[src/rtl/mil1553_pkg.sv]
// Shared constants, state type and Manchester helper for the MIL-STD-1553 transmit path.
package mil1553_pkg;

    localparam logic [5:0] SYNC_CMD           = 6'b111000;
    localparam logic [5:0] SYNC_DATA          = 6'b000111;
    localparam int         HALF_BITS_PER_WORD = 40;
    localparam int         DATA_BITS          = 16;
    localparam int         HALF_BIT_RATE      = 2000000;
    localparam logic [1:0] TX_H               = 2'b10;
    localparam logic [1:0] TX_L               = 2'b01;
    localparam logic [1:0] TX_OFF             = 2'b00;

    typedef enum logic {
        IDLE,
        TX
    } state_t;

    // Half-bit pattern, 1 = H: a data one is sent as H then L, a zero as L then H.
    function automatic logic [2*DATA_BITS-1:0] manchester16(input logic [DATA_BITS-1:0] d);
        logic [2*DATA_BITS-1:0] m;
        m = '0;
        for (int i = 0; i < DATA_BITS; i++) begin
            m[2*i +: 2] = d[i] ? 2'b10 : 2'b01;
        end
        return m;
    endfunction

endpackage

[src/rtl/axis_1553_encoder_if.sv]
// AXI-stream word channel feeding the 1553 encoder: 16-bit payload plus sync/inject sideband.
interface axis_1553_encoder_if;
    import mil1553_pkg::*;

    logic [DATA_BITS-1:0] tdata;
    logic [1:0]           tuser;
    logic                 tvalid;
    logic                 tready;

    modport master (output tdata, output tuser, output tvalid, input tready);
    modport slave  (input tdata, input tuser, input tvalid, output tready);

endinterface

[src/rtl/mil1553_halfbit_tick.sv]
// Free-running half-bit timer: wraps at HALF_BIT_CNT-1, restarts on a word load.
// pre_tick flags the cycle before the wrap so ready can be registered; HALF_BIT_CNT must be >= 2.
module mil1553_halfbit_tick #(
    parameter int HALF_BIT_CNT = 50
) (
    input  logic aclk,
    input  logic arst,
    input  logic restart,
    output logic tick,
    output logic pre_tick
);

    localparam int            CW   = (HALF_BIT_CNT > 1) ? $clog2(HALF_BIT_CNT) : 1;
    localparam logic [CW-1:0] LAST = CW'(HALF_BIT_CNT - 1);
    localparam logic [CW-1:0] PREV = CW'(HALF_BIT_CNT - 2);

    logic [CW-1:0] cnt_q;
    logic [CW-1:0] cnt_d;

    always_comb begin
        if (restart || cnt_q == LAST) begin
            cnt_d = '0;
        end else begin
            cnt_d = cnt_q + 1'b1;
        end
    end

    always_ff @(posedge aclk or posedge arst) begin
        if (arst) begin
            cnt_q <= '0;
        end else begin
            cnt_q <= cnt_d;
        end
    end

    assign tick     = (cnt_q == LAST);
    assign pre_tick = (cnt_q == PREV);

endmodule

[src/rtl/axis_1553_encoder.sv]
// MIL-STD-1553 Manchester II word transmitter: AXI-stream words in, PMOD TX pair and enable out.
// Build option PARITY_ERR_EN: tuser[1] flips the parity bit to force a bus parity error.
module axis_1553_encoder
    import mil1553_pkg::*;
#(
    parameter int CLOCK_SPEED = 100000000
) (
    input  logic                aclk,
    input  logic                arst,
    axis_1553_encoder_if.slave  s_axis,
    output logic [1:0]          tx_diff,
    output logic                tx_en
);

    localparam int         HALF_BIT_CNT = CLOCK_SPEED / HALF_BIT_RATE;
    localparam logic [5:0] LAST_IDX     = 6'(HALF_BITS_PER_WORD - 1);

    state_t                          state_q, state_d;
    logic [HALF_BITS_PER_WORD-1:0]   shreg_q, shreg_d;
    logic [5:0]                      idx_q, idx_d;
    logic                            tx_en_q, tx_en_d;
    logic [1:0]                      tx_diff_q, tx_diff_d;
    logic                            tready_q, tready_d;

    logic                            handshake;
    logic                            parity;
    logic [HALF_BITS_PER_WORD-1:0]   pattern;
    logic                            tick;
    logic                            pre_tick;

    assign handshake = s_axis.tvalid & tready_q;

    mil1553_halfbit_tick #(
        .HALF_BIT_CNT (HALF_BIT_CNT)
    ) u_tick (
        .aclk     (aclk),
        .arst     (arst),
        .restart  (handshake),
        .tick     (tick),
        .pre_tick (pre_tick)
    );

    always_comb begin
        parity = ~^s_axis.tdata;
`ifdef PARITY_ERR_EN
        parity = parity ^ s_axis.tuser[1];
`else
`endif
        pattern = {(s_axis.tuser[0] ? SYNC_CMD : SYNC_DATA),
                   manchester16(s_axis.tdata),
                   parity, ~parity};
    end

    always_comb begin
        state_d   = state_q;
        shreg_d   = shreg_q;
        idx_d     = idx_q;
        tx_en_d   = tx_en_q;
        tx_diff_d = tx_diff_q;
        tready_d  = tready_q;
        case (state_q)
            IDLE: begin
                tready_d  = 1'b1;
                tx_en_d   = 1'b0;
                tx_diff_d = TX_OFF;
                idx_d     = '0;
                if (handshake) begin
                    state_d   = TX;
                    shreg_d   = pattern;
                    idx_d     = '0;
                    tx_en_d   = 1'b1;
                    tx_diff_d = pattern[HALF_BITS_PER_WORD-1] ? TX_H : TX_L;
                    tready_d  = 1'b0;
                end
            end
            TX: begin
                // Ready is offered only in the last cycle of the final half-bit.
                tready_d = (idx_q == LAST_IDX) && pre_tick;
                if (tick) begin
                    if (idx_q != LAST_IDX) begin
                        idx_d     = idx_q + 6'd1;
                        shreg_d   = shreg_q << 1;
                        tx_diff_d = shreg_q[HALF_BITS_PER_WORD-2] ? TX_H : TX_L;
                    end else if (handshake) begin
                        shreg_d   = pattern;
                        idx_d     = '0;
                        tx_en_d   = 1'b1;
                        tx_diff_d = pattern[HALF_BITS_PER_WORD-1] ? TX_H : TX_L;
                        tready_d  = 1'b0;
                    end else begin
                        state_d   = IDLE;
                        idx_d     = '0;
                        tx_en_d   = 1'b0;
                        tx_diff_d = TX_OFF;
                        tready_d  = 1'b1;
                    end
                end
            end
            default: begin
                state_d   = IDLE;
                tx_en_d   = 1'b0;
                tx_diff_d = TX_OFF;
                tready_d  = 1'b0;
            end
        endcase
    end

    always_ff @(posedge aclk or posedge arst) begin
        if (arst) begin
            state_q   <= IDLE;
            shreg_q   <= '0;
            idx_q     <= '0;
            tx_en_q   <= 1'b0;
            tx_diff_q <= TX_OFF;
            tready_q  <= 1'b0;
        end else begin
            state_q   <= state_d;
            shreg_q   <= shreg_d;
            idx_q     <= idx_d;
            tx_en_q   <= tx_en_d;
            tx_diff_q <= tx_diff_d;
            tready_q  <= tready_d;
        end
    end

    assign tx_diff       = tx_diff_q;
    assign tx_en         = tx_en_q;
    assign s_axis.tready = tready_q;

endmodule

[src/flat_wrapper.sv]
// flat-port wrapper written by rule: the top's interface ports become plain ports
module axis_1553_encoder_flat import mil1553_pkg::*;
#(
    parameter int CLOCK_SPEED = 100000000
)
  (aclk, arst, tx_diff, tx_en, s_axis_tdata, s_axis_tuser, s_axis_tvalid, s_axis_tready);
  axis_1553_encoder_if s_axis_i ();
  input  logic aclk;
  input  logic arst;
  output logic [1:0] tx_diff;
  output logic tx_en;
  input wire logic [$bits(s_axis_i.tdata)-1:0] s_axis_tdata;
  input wire logic [$bits(s_axis_i.tuser)-1:0] s_axis_tuser;
  input wire logic [$bits(s_axis_i.tvalid)-1:0] s_axis_tvalid;
  output wire logic [$bits(s_axis_i.tready)-1:0] s_axis_tready;
  assign s_axis_i.tdata = s_axis_tdata;
  assign s_axis_i.tuser = s_axis_tuser;
  assign s_axis_i.tvalid = s_axis_tvalid;
  assign s_axis_tready = s_axis_i.tready;
  axis_1553_encoder #(.CLOCK_SPEED(CLOCK_SPEED)) u_core (.aclk(aclk), .arst(arst), .s_axis(s_axis_i), .tx_diff(tx_diff), .tx_en(tx_en));
endmodule
[config.mk]
export PLATFORM = sky130hd
export DESIGN_NAME = axis_1553_encoder_flat
export DESIGN_NICKNAME = d
export VERILOG_FILES = /design/src/rtl/mil1553_pkg.sv /design/src/rtl/axis_1553_encoder_if.sv /design/src/rtl/mil1553_halfbit_tick.sv /design/src/rtl/axis_1553_encoder.sv /design/src/flat_wrapper.sv
export SDC_FILE = /design/constraint.sdc
export NUM_CORES = 1
export LEC_CHECK = 0
export BUFFER_PORTS_ARGS = -buffer_cell sky130_fd_sc_hd__buf_2
export CAP_MARGIN = 5
export CELL_PAD_IN_SITES_DETAIL_PLACEMENT = 0
export CELL_PAD_IN_SITES_GLOBAL_PLACEMENT = 1
export CORE_ASPECT_RATIO = 2
export CORE_UTILIZATION = 44
export CTS_BUF_LIST = sky130_fd_sc_hd__clkbuf_8
export DETAILED_ROUTE_END_ITERATION = 12
export HOLD_SLACK_MARGIN = 0.12
export PLACE_DENSITY_LB_ADDON = 0.12
export SLEW_MARGIN = 25
export SYNTH_ARGS = -nofsm -noshare
export SYNTH_HDL_FRONTEND = slang
export SYNTH_SLANG_ARGS = --single-unit
[constraint.sdc]
create_clock -name aclk -period 1.8 [get_ports aclk]
set_input_delay 0.45 -clock aclk [delete_from_list [all_inputs] [get_ports aclk]]
set_output_delay 0.45 -clock aclk [all_outputs]
set_load 0.02 [all_outputs]
# Word-level counts from Yosys, hierarchy flattened

Cells that the tools add are included.

Register bits: 57

$add $sub $neg: 2
Equality and inequality tests: 6
Mux-type cells: 42
Bitwise operators: 3
Reduce and logical (&&, ||, !) cells: 4

Operators with widths:

| cell                | count |
|---|---|
| $mux 40             | 3 |
| $pmux 40 s2         | 1 |
| $mux 2              | 21 |
| $mux 6              | 4 |
| $eq 6x6->1 const B  | 3 |
| $reduce_xnor 16->1  | 1 |
| $add 6x1->6 const B | 2 |
| $pmux 6 s2          | 1 |
| $mux 1              | 8 |
| $ne 6x6->1 const B  | 1 |
| $pmux 1 s2          | 3 |
| $ne 2x2->1 const B  | 2 |
| $pmux 2 s2          | 1 |
| $not 1->1           | 2 |
| $reduce_and 2->1    | 1 |
| $and 1x1->1         | 1 |
| $logic_and 1x1->1   | 1 |
| $logic_or 1x1->1    | 1 |

# Longest topological paths before layout

Depth after elaboration: 6
Mapped depth: 8
Mapped depth without buffers: 6

# Modules after synthesis

From an unflattened synthesis, not the netlist that was laid out.

Cells, all modules: 264
Area, all modules: 2662.6 um^2

By module, submodules not included:

| module               | instances | cells each | area each (um^2) |
|---|---|---|---|
| axis_1553_encoder    | 1         | 233        | 2343.5 |
| mil1553_halfbit_tick | 1         | 31         | 319.1 |

# Worst setup path before layout

OpenSTA, ideal clock, no wires.

Path type: register to register
Start: register u_core.idx_q[0]
End: register u_core.tx_diff_q[0] (netlist: u_core.tx_diff[0])
Data arrival time: 1.611 ns
Path slack: 0.065 ns
Cell stages (with the launch flop): 8
Period minus slack after synthesis: 1.735 ns
Cell sequence: dfrtp_1 ha_1 and4b_4 a21o_4 buf_6 nand2_2 o22ai_1 mux2_2

Word-level cells in the longest chain between the ends: 4

RTL lines:

| item                   | line                     | RTL |
|---|---|---|
| start, declared        | axis_1553_encoder.sv:20  | `logic [5:0] idx_q, idx_d;` |
| start signal, assigned | axis_1553_encoder.sv:119 | `idx_q <= idx_d;` |
| $ne 6x6->1             | axis_1553_encoder.sv:80  | `if (idx_q != LAST_IDX) begin` |
| $mux 2                 | axis_1553_encoder.sv:80  |  |
| $mux 2                 | axis_1553_encoder.sv:79  | `if (tick) begin` |
| $pmux 2 s2             | axis_1553_encoder.sv:61  | `case (state_q)` |
| end signal, assigned   | axis_1553_encoder.sv:121 | `tx_diff_q <= tx_diff_d;` |
| end, declared          | axis_1553_encoder.sv:22  | `logic [1:0] tx_diff_q, tx_diff_d;` |

No other way between the ends. The select of a mux whose other input is x is not followed.
A chain may end at the register's enable or synchronous reset.

# Final worst setup path

Start: register u_core.idx_q[1]
End: register u_core.shreg_q[16]

Word-level cells in the longest chain between the ends: 4

RTL lines:

| item                 | line                     | RTL |
|---|---|---|
| $ne 6x6->1           | axis_1553_encoder.sv:80  |  |
| $mux 40              | axis_1553_encoder.sv:80  |  |
| $mux 40              | axis_1553_encoder.sv:79  |  |
| $pmux 40 s2          | axis_1553_encoder.sv:61  |  |
| end signal, assigned | axis_1553_encoder.sv:118 | `shreg_q <= shreg_d;` |
| end, declared        | axis_1553_encoder.sv:19  | `logic [HALF_BITS_PER_WORD-1:0] shreg_q, shreg_d;` |

No other way between the ends. The select of a mux whose other input is x is not followed.

==> out/metrics.cfg <==
[setup_path]
worstPathArrival_ns=1.97
reg2reg_depth=6
crit_path_max_fanout=27
rrSetupSlack_ns=0.04
critPathLaunch=u_core.idx_q[1]
end_kind=flip-flop
cp_data_required_time_ns=2.01
reg2reg_to=u_core.shreg_q[16]
start_kind=flip-flop
worstReg2RegStart=u_core.idx_q[1]
worstSetupPathType=reg -> reg
crit_path_end=u_core.shreg_q[16]

[logic_synthesis]
synth_cells=271
synth_nets=296
postSynth.asyncResetShare_pct=100
synth_cell_type_count=40
ys_seq_elements=56
synthFlopType=dfrtp_1
ys_seq_area_share_pct=50.6
syn-cell-area_um2=2770
yosysWarnings=0
synth-edff-count=0
synth_area_per_cell_um2=10.2

[cts]
cts_tree=built
clock_path_buffers=2
clk_latency_ns=0.33
cts.sinks=56
h-tree-depth=2
clkTransAtPathRegs_ns=0.10
cts_root_buffer=clkbuf_8
numCtsBuffers=5

[timing]
slew_viol_final=0
setup_ws_ns=0.0396
finClkSkew_ns=0.0115
tightest_slew_ns=0.425
post-route-period-util_pct=97.8
slew_headroom_pct=71.7
holdWs_ns=0.390
setup_viol=0
fin_crit_ns=1.76
fmax_mhz=568
hold_viol_final=0

[placed_design]
portBuffers=23
finalWeightedCongestion=0.762
hpwl_um=4290
placed_cells=387
dp_slack_ns=-0.0160

[power]
power.density_nw_per_um2=908
p_leak_nw=1.45
power.total_mw=2.97
vdd_ir_drop_max_mv=0.639

[detailed_routing]
drt-total-wl_um=6220
final_antenna_net_count=0
via_count=2132
wl_per_cell_um=15.6
first_pass_iters=4
viasPerCell=5.36
drt_iter0_markers=101
drc=0

[global_routing]
grt_pass1_wl_um=10900
grtUsageMet3_pct=3.50
use_met1_pct=27.0
grt_pass1_vias=2177
antenna_found_initial=0
grt-busiest-layer=met2
grt-ovfl-total=0
grt_max_degree=34
met2_usage_pct=36.3
grt_usage_pct=21.4

[die]
start_util_pct=45.7
die_width_um=58.1
io_pins=25
core_um2=6060
die_y_um=114
rows=40
die_area_um2=6630

[final_layout]
drive_gt1_share_pct=23.6
final_cells=398
fin_nets=338
final_cell_mix=dfrtp_1 (56), nand2_1 (37), nor2_1 (33)
final_common_cell=dfrtp_1
insertedDiodeCount=0
syn2layout_area_growth_pct=18.0

[outcome]
outcome=complete, no violations

[flow_run]
drv_cap=0

[min_path]
hold_class=in -> reg

-- report_power, final --
part           internal, mW  switching (mW)
registers              1.40          0.0990
logic                 0.305           0.323
clock network         0.412           0.427
total                  2.12           0.849
-- logic make-up after synthesis --
group	Yosys count	synth area share, %
fa+ha+maj	4	1.81
compound gates	81	22.4
mux	1	0.407
simple gates	89	14.2
flops	56	50.6
xor+xnor	21	6.64
buf+inv	19	3.98
-- worst min path at each step --
stage	slack [ns]	from	end	depth (start not counted)
3_5_place_dp	0.32	arst	u_core.shreg_q[37]	2
3_3_place_gp	0.32	arst	u_core.shreg_q[37]	2
4_1_cts	0.38	s_axis_tdata[15]	u_core.shreg_q[33]	3
6_report	0.39	s_axis_tdata[12]	u_core.shreg_q[27]	3
5_1_grt	0.40	s_axis_tdata[10]	u_core.shreg_q[23]	3
2_1_floorplan	0.43	u_core.shreg_q[33]	u_core.shreg_q[33]	2
-- Yosys cell counts, types with 2 or more instances --
| cell type | instances | area [um^2] |
|---|---|---|
| buf_6 | 3 | 33.8 |
| o21ai_0 | 6 | 30.0 |
| o2bb2ai_1 | 4 | 35.0 |
| a31oi_1 | 3 | 18.8 |
| a211oi_1 | 11 | 82.6 |
| xor2_1 | 5 | 43.8 |
| buf_4 | 2 | 15.0 |
| a21o_1 | 2 | 15.0 |
| nand2_1 | 37 | 139 |
| o22ai_1 | 7 | 43.8 |
| a22o_1 | 2 | 17.5 |
| a221o_1 | 13 | 130 |
| a21oi_1 | 15 | 75.1 |
| ha_1 | 4 | 50.1 |
| dfrtp_1 | 56 | 1400 |
| nand3_1 | 6 | 30.0 |
| buf_2 | 7 | 35.0 |
| and3_1 | 2 | 12.5 |
| and2_1 | 2 | 12.5 |
| nor2_1 | 34 | 128 |
| a22oi_1 | 11 | 82.6 |
| inv_1 | 5 | 18.8 |
| nand4_1 | 2 | 12.5 |
| xnor2_1 | 16 | 140 |
-- registers in the layout (all words and copies together), names as in the netlist --
name                  flops
u_core.shreg_q           39
u_core.u_tick.cnt_q       6
u_core.tx_en              1
u_core.tx_diff            2
u_core.idx_q              6
u_core.s_axis.tready      1
u_core.state_q            1
-- stage by stage --
| step | util (%) | instance area [um^2] | TNS, ns |
|---|---|---|---|
| after floorplan | - | 2770 | 0 |
| after global placement | 51.2 | 3100 | 0 |
| after detailed placement | 51.2 | 3100 | -0.0350 |
| after CTS | 53.4 | 3240 | 0 |
| after global routing | 53.9 | 3270 | -0.0706 |
| final | 53.9 | 3270 | 0 |
-- worst max-delay path: stages, from the launching register on --
cell	delay, ns
dfrtp_1	0.38
ha_2	0.20
and4b_4	0.29
a21o_4	0.20
nor2_4	0.05
buf_12	0.16
a221o_1	0.36
-- per-layer routing --
layer | wire length [um] | vias up
li1 | - | 1055
met4 | 91 | 0
met2 | 3260 | 21
met3 | 113 | 5
met1 | 2750 | 1051
met5 | 0 | -
-- layout make-up --
type | instances | area, um^2
fill | 576 | 2790
clock buffer | 5 | 68.8
sequential | 56 | 1400
clock inverter | 3 | 42.5
multi-input combinational | 196 | 1280
inverter | 5 | 22.5
timing repair buffer | 49 | 345
tap | 84 | 105
-- what timing repair did --
item / in CTS / in global routing
hold buffers: 1 / 0
buffers inserted: 0 / 2
pin swaps: 0 / 4
resized for setup: 4 / 4
endpoints found under the hold margin: 1 / 0
setup endpoints to repair: 9 / 33
Power figures use the tool's default switching activity.
